[config.mk]
export PLATFORM = sky130hd
export DESIGN_NAME = bcd_countdown
export DESIGN_NICKNAME = d
export VERILOG_FILES = /design/src/rtl/bcd_pkg.sv /design/src/rtl/bcd_digit_dec.sv /design/src/rtl/bcd_countdown.sv
export SDC_FILE = /design/constraint.sdc
export NUM_CORES = 1
export LEC_CHECK = 0
export ABC_CLOCK_PERIOD_IN_PS = 6200
export CORE_UTILIZATION = 30
export CTS_CLUSTER_SIZE = 40
export DETAILED_ROUTE_END_ITERATION = 12
export DONT_BUFFER_PORTS = 1
export GPL_TIMING_DRIVEN = 1
export RECOVER_POWER = 50
export SLEW_MARGIN = 20
export SYNTH_ARGS = -nofsm -noshare
export SYNTH_HDL_FRONTEND = slang
export SYNTH_HIERARCHICAL = 1
export SYNTH_SLANG_ARGS = --single-unit
[constraint.sdc]
create_clock -name clk_1Hz -period 6.2 [get_ports clk_1Hz]
set_clock_uncertainty 0.2 [all_clocks]
set_input_delay 0.31 -clock clk_1Hz [delete_from_list [all_inputs] [get_ports clk_1Hz]]
set_output_delay 0.31 -clock clk_1Hz [all_outputs]
set_load 0.05 [all_outputs]
[src/rtl/bcd_pkg.sv]
// ============================================================================
//  Module      : bcd_pkg
//  Description : Shared states, digit constants and BCD helpers for the
//                two-digit BCD countdown timer.
//  Revision    : 1.0 - initial release
// ============================================================================
`default_nettype none

package bcd_pkg;

   localparam int DIGIT_W = 4;
   localparam logic [DIGIT_W-1:0] BCD_MAX = 4'd9;

   typedef enum logic [1:0] {
      IDLE  = 2'd0,
      RUN   = 2'd1,
      PAUSE = 2'd2,
      DONE  = 2'd3
   } state_t;

   // True when both nibbles of a two-digit value are legal decimal digits.
   function automatic logic bcd_valid(input logic [2*DIGIT_W-1:0] v);
      return (v[2*DIGIT_W-1:DIGIT_W] <= BCD_MAX) && (v[DIGIT_W-1:0] <= BCD_MAX);
   endfunction

endpackage

`default_nettype wire

[src/rtl/bcd_digit_dec.sv]
// ============================================================================
//  Module      : bcd_digit_dec
//  Description : Single BCD digit decrementer with borrow chaining.
//  Revision    : 1.0 - initial release
// ============================================================================
`default_nettype none

module bcd_digit_dec
   import bcd_pkg::*;
(
   input  logic [DIGIT_W-1:0] digit_i,
   input  logic               borrow_i,
   output logic [DIGIT_W-1:0] digit_o,
   output logic               borrow_o
);

   // A borrow into a zero digit wraps it to nine and propagates upward.
   always_comb begin
      digit_o  = digit_i;
      borrow_o = 1'b0;
      if (borrow_i) begin
         if (digit_i == '0) begin
            digit_o  = BCD_MAX;
            borrow_o = 1'b1;
         end else begin
            digit_o  = digit_i - DIGIT_W'(1);
         end
      end
   end

endmodule

`default_nettype wire

[src/rtl/bcd_countdown.sv]
// ============================================================================
//  Module      : bcd_countdown
//  Description : Two-digit BCD countdown timer with load/start/pause control,
//                sticky invalid-preset flag and optional auto-reload.
//  Revision    : 1.0 - initial release
// ============================================================================
`default_nettype none

module bcd_countdown
   import bcd_pkg::*;
#(
   parameter bit AUTO_RELOAD = 1'b0
)
(
   input  logic                 clk_1Hz,
   input  logic                 reset,
   input  logic                 load,
   input  logic [2*DIGIT_W-1:0] preset,
   input  logic                 start,
   input  logic                 pause,
   output logic [2*DIGIT_W-1:0] count,
   output logic                 busy,
   output logic                 done,
   output logic                 err
);

   state_t               state_q,  state_d;
   logic [2*DIGIT_W-1:0] count_q,  count_d;
   logic [2*DIGIT_W-1:0] reload_q, reload_d;
   logic                 err_q,    err_d;
   logic                 done_q,   done_d;
   logic                 busy_q;

   logic [DIGIT_W-1:0]   ones_dec, tens_dec;
   logic                 ones_borrow, tens_borrow;
   logic [2*DIGIT_W-1:0] dec_cnt;
   logic                 at_zero;
   logic                 run_step;

   bcd_digit_dec u_ones (
      .digit_i  (count_q[DIGIT_W-1:0]),
      .borrow_i (1'b1),
      .digit_o  (ones_dec),
      .borrow_o (ones_borrow)
   );

   bcd_digit_dec u_tens (
      .digit_i  (count_q[2*DIGIT_W-1:DIGIT_W]),
      .borrow_i (ones_borrow),
      .digit_o  (tens_dec),
      .borrow_o (tens_borrow)
   );

   // A borrow out of the tens digit happens only when the count is 00.
   assign at_zero = tens_borrow;
   assign dec_cnt = {tens_dec, ones_dec};

   always_comb begin
      state_d  = state_q;
      count_d  = count_q;
      reload_d = reload_q;
      err_d    = err_q;
      done_d   = 1'b0;
      run_step = 1'b0;

      if (load) begin
         if (bcd_valid(preset)) begin
            count_d  = preset;
            reload_d = preset;
            err_d    = 1'b0;
            state_d  = IDLE;
         end else begin
            err_d    = 1'b1;
         end
      end else begin
         case (state_q)
            IDLE:    run_step = !pause && start && !at_zero;
            RUN:     if (pause) state_d = PAUSE;
                     else       run_step = 1'b1;
            PAUSE:   if (!pause && start) state_d = RUN;
            default: state_d = state_q;
         endcase
      end

      // One countdown step; sitting at 00 only happens with auto-reload.
      if (run_step) begin
         if (at_zero) begin
            state_d = (AUTO_RELOAD && (reload_q != '0)) ? RUN : DONE;
            if (AUTO_RELOAD) count_d = reload_q;
         end else begin
            count_d = dec_cnt;
            state_d = RUN;
            if (dec_cnt == '0) begin
               done_d = 1'b1;
               if (!AUTO_RELOAD) state_d = DONE;
            end
         end
      end
   end

   always_ff @(posedge clk_1Hz or posedge reset) begin
      if (reset) begin
         state_q  <= IDLE;
         count_q  <= '0;
         reload_q <= '0;
         err_q    <= 1'b0;
         done_q   <= 1'b0;
         busy_q   <= 1'b0;
      end else begin
         state_q  <= state_d;
         count_q  <= count_d;
         reload_q <= reload_d;
         err_q    <= err_d;
         done_q   <= done_d;
         busy_q   <= (state_d == RUN);
      end
   end

   assign count = count_q;
   assign busy  = busy_q;
   assign done  = done_q;
   assign err   = err_q;

endmodule

`default_nettype wire
== After elaboration in Yosys (flattened, before gate mapping) ==
Cells that the tools add are included.
Word-level totals
  input port bits: 13
  register bits: 13
  logic and storage cells: 46
Cells by class
  reduce and logical (&&, ||, !) cells: 9
  muxes and demuxes: 25
  add/subtract/negate cells: 2
  eq/ne operators: 3
  magnitude comparators: 2
Operator list (number)
  $mux W8: 4
  $mux W2: 7
  $mux W4: 3
  $mux W1: 9
  $le A4 B4 Y1 const B: 2
  $logic_not A4 Y1: 2
  $logic_not A8 Y1: 1
  $sub A4 B1 Y4 const B: 2
  $eq A2 B1 Y1 const B: 2
  $pmux W2 S2: 1
  $logic_and A1 B1 Y1: 3
  $eq A2 B2 Y1 const B: 1
  $logic_not A1 Y1: 2
  $logic_not A2 Y1: 1
  $pmux W1 S2: 1

== Depth between registers and ports, before layout ==
  depth after elaboration: 9
  gate-level depth with buffers: 9

== By module ==
The synthesis kept the hierarchy.
By module, submodules not included
  bcd_countdown: sequential area each 325.3 sq um, instances 1, area each 740.7 sq um, cells each 77
  bcd_digit_dec: sequential area each 0.0 sq um, instances 2, area each 78.8 sq um, cells each 11

== Least setup slack after synthesis ==
Ideal clock, no wire load.
  path kind: register to register
  from: register count_q[0] (netlist: count[0])
  to: register busy_q (netlist: busy)
  stages on the path, launching flop included: 9
  arrival time: 2.382 ns
  setup time: 0.082 ns
  path slack: 3.536 ns
  path through: dfrtp_1 > nand2b_4 > nor4_1 > nand2b_4 > nor4_1 > nor2_1 > o21ai_1 > a32oi_2 > a31oi_1
On the way
  longest elaborated chain between the ends: 9
  elaborated cells between the ends (all ways): 15
  those cells by class: add/sub: 1; eq/ne: 1; mux: 9; reduce/logical: 4
Ends and longest elaborated chain
  from (decl): line bcd_countdown.sv:28  | logic [2*DIGIT_W-1:0] count_q, count_d;
  from (signal assigned): line bcd_countdown.sv:111  | count_q <= count_d;
  $logic_not A4 Y1 *: line bcd_digit_dec.sv:22  | if (digit_i == '0) begin
  $mux W1 *: line bcd_digit_dec.sv:22
  net ones_borrow: line bcd_countdown.sv:35  | logic ones_borrow, tens_borrow;
  $mux W1 *: line bcd_digit_dec.sv:21  | if (borrow_i) begin
  net at_zero: line bcd_countdown.sv:37  | logic at_zero;
  $logic_not A1 Y1: line bcd_countdown.sv:77  | IDLE: run_step = !pause && start && !at_zero;
  $logic_and A1 B1 Y1: line bcd_countdown.sv:77
  $pmux W1 S2: line bcd_countdown.sv:76  | case (state_q)
  $mux W1: line bcd_countdown.sv:66  | if (load) begin
  $mux W2 *: line bcd_countdown.sv:86  | if (run_step) begin
  net state_d[1]: line bcd_countdown.sv:27  | state_t state_q, state_d;
  $eq A2 B1 Y1 *: line bcd_countdown.sv:115  | busy_q <= (state_d == RUN);
  to (signal assigned): line bcd_countdown.sv:115
  to (decl): line bcd_countdown.sv:32  | logic busy_q;
Mark *: on every way through the listed nets, which the timed path passes. The rest lies on a longest branch.
A chain may end at the register's enable or synchronous reset.

== Worst setup path in the final report ==
Ends and elaborated chain as after synthesis.

==> results.tsv <==
metric	value	unit
diodes	0	
path_cells	nand2b_4, nor4_1, nand2b_4, nor4_1, nor2_1, o21ai_1, a32oi_2, a31oi_1	
cpPeakStageDelay	0.59	ns
drt_iter0_markers	23	
critPathCaptureType	flip-flop	
peakVddDrop	0.333	mV
dieArea	3220	µm²
setup_violations	0	
h-tree-depth	1	
ant_nets	0	
powerDensity	537	nW/µm²
finalWorstSetupSlack	3.28	ns
postCtsSetupBuffers	0	
cts-buffers-inserted	3	
clkTransAtPathRegs	0.08	ns
ys_ff_latch	13	
grt_setup_unrepaired	no	
setup_tns	0	ns
drc_errors	4	
final_common_cell	nand2_1	
grt_pass1_wl	3350	µm
critPathKind	reg2reg	
row_count	19	
dp_hpwl	1510	µm
reg2reg_to	busy	
finalHoldViolations	0	
syn_inst	99	
preCtsSetupSlack	3.29	ns
ff2ff_path_depth	8	
clk_latency	0.27	ns
min_to	count[6]	
fin_nets	120	
hold_path_class	in2reg	
drt-total-wl	1960	µm
synth_warnings	6	
post-route-util	34.5	%
die_w	56.7	µm
layout-drive-gt1-share	11.7	%
grt_use_total	13.4	%
final_cell_area	967	µm²
min_path_cells	2	
arrival	2.92	ns
routedWlPerCell	14.7	µm
period_share	47.1	%
cts_tree	yes	
viasPerCell	5.41	
netlist.area_leader.share	36.2	%
rr_startpoint	count[0]	
violations	DRC	
place.gp.congestion	0.764	
synth_area_leaders	dfrtp_1 (36%), mux2i_1 (8.9%), nand2_1 (6.3%)	
timing.reg2reg.setup_slack	3.28	ns
overflow	0	
crit_fanout	6	
ys_types	29	
finalMaxSlewViolations	0	
grt_max_degree	19	
cp_slowest_cell	dfrtp_1	
cts.sinks	13	
power	0.519	mW
cts_max_path_buffers	2	
syn_avg_cell_area	9.07	µm²
drtPass1Iterations	8	
total_leakage_power	0.442	nW
ios	24	
port_buffers	0	
status	complete, but fails checks	
worstMarginPinSlew	0.857	ns
initial_utilization	32.0	%
cp.required	6.20	ns
syn-cell-area	898	µm²
mostFrequentLayoutCells	nand2_1 (15), dfrtp_1 (13), o21ai_0 (11)	
yosys.area.top_type	dfrtp_1	
synth.yosys.seq_area_share	36.2	%
antenna_found_initial	0	
fp.dieH	56.7	µm
min_period	2.92	ns
dpl-instance-area	921	µm²
grt_pass1_vias	714	
core	2810	µm²
clock.fmax	343	MHz
slew_headroom	42.4	%
syn_to_final_growth	7.66	%
drv_cap	0	
cts_root_buf	clkbuf_4	
vias	725	
crit_path_start_kind	flip-flop	
min_from	preset[6]	
==> final cells by class <==
class	instances	area (µm²)
Fill cell	287	1840
Multi-Input combinational cell	81	546
Sequential cell	13	325
Tap cell	31	38.8
Clock buffer	4	26.3
Timing Repair Buffer	2	20.0
Inverter	3	11.3
==> flip-flops by register name (all words and copies together), names as in the netlist <==
signal / count
count: 8
state_q: 2
busy: 1
done: 1
err: 1
==> synthesized netlist by cell type (all sizes together) <==
cell type	count
nor3	4
mux2i	8
nor4	5
ha	3
a21oi	2
nor2b	1
or4b	2
conb	1
o21ai	15
nor2	6
nand2	15
a21o	2
buf	3
xor2	4
o21a	1
a32oi	1
or3b	1
nand3b	1
nand3	4
nand2b	2
a31oi	1
inv	3
dfrtp	13
and3	1
==> per-stage QoR <==
stage                     hold slack [ns]  instances
after global routing               0.0156        134
after global placement             0.0574        128
final                              0.0302        134
after CTS                          0.0181        134
after detailed placement           0.0616        128
after floorplan                   -0.0130        100
==> worst max-delay path by stage <==
stage | startpoint | endpoint | slack, ns | cells after the start
5_1_grt | count[0] | busy | 3.05 | 8
3_5_place_dp | count[0] | busy | 3.29 | 8
4_1_cts | count[0] | busy | 3.27 | 8
6_report | count[0] | busy | 3.28 | 8
3_3_place_gp | count[0] | busy | 3.37 | 8
2_1_floorplan | count[0] | busy | 3.54 | 8
==> timing repair <==
action / in CTS / in global routing
hold buffers: 2 / 0
hold endpoints to repair: 14 / 0
endpoints found under the setup margin: 0 / 0
gates resized for setup: 0 / 0
==> logic make-up (layout without fill, tap and decap cells) <==
kind of cell	after synthesis	after routing	synth area share, %
simple gates	42	42	27.7
fa+ha+maj	3	3	4.18
xor+xnor	4	4	3.90
flops	13	13	36.2
other cells	1	2	0.417
buf+inv	6	9	3.48
mux	8	8	8.91
compound gates	22	22	15.2
==> per-layer routing <==
metal  global-route usage [%]  share of wire, %  up-vias
li1                         -                 -      364
met1                     17.3                47      341
met2                     21.1                47       20
met3                     3.46               6.1        0
met4                     5.36                 0        0
met5                        0                 0        -
==> critical path: cells and delay by family, from the launching register on <==
kind / cells / cell delay, ns
and+or+nand+nor: 5 / 1.47
AOI/OAI and AO/OA: 3 / 0.57
DFF: 1 / 0.59
==> report_power, final <==
part	total [mW]	leakage, nW	internal (mW)	switching [mW]
registers	0.276	0.161	0.117	0.159
logic	0.191	0.266	0.0908	0.0998
clock network	0.0526	0.0150	0.0249	0.0276
(Power assumes the default switching activity.)
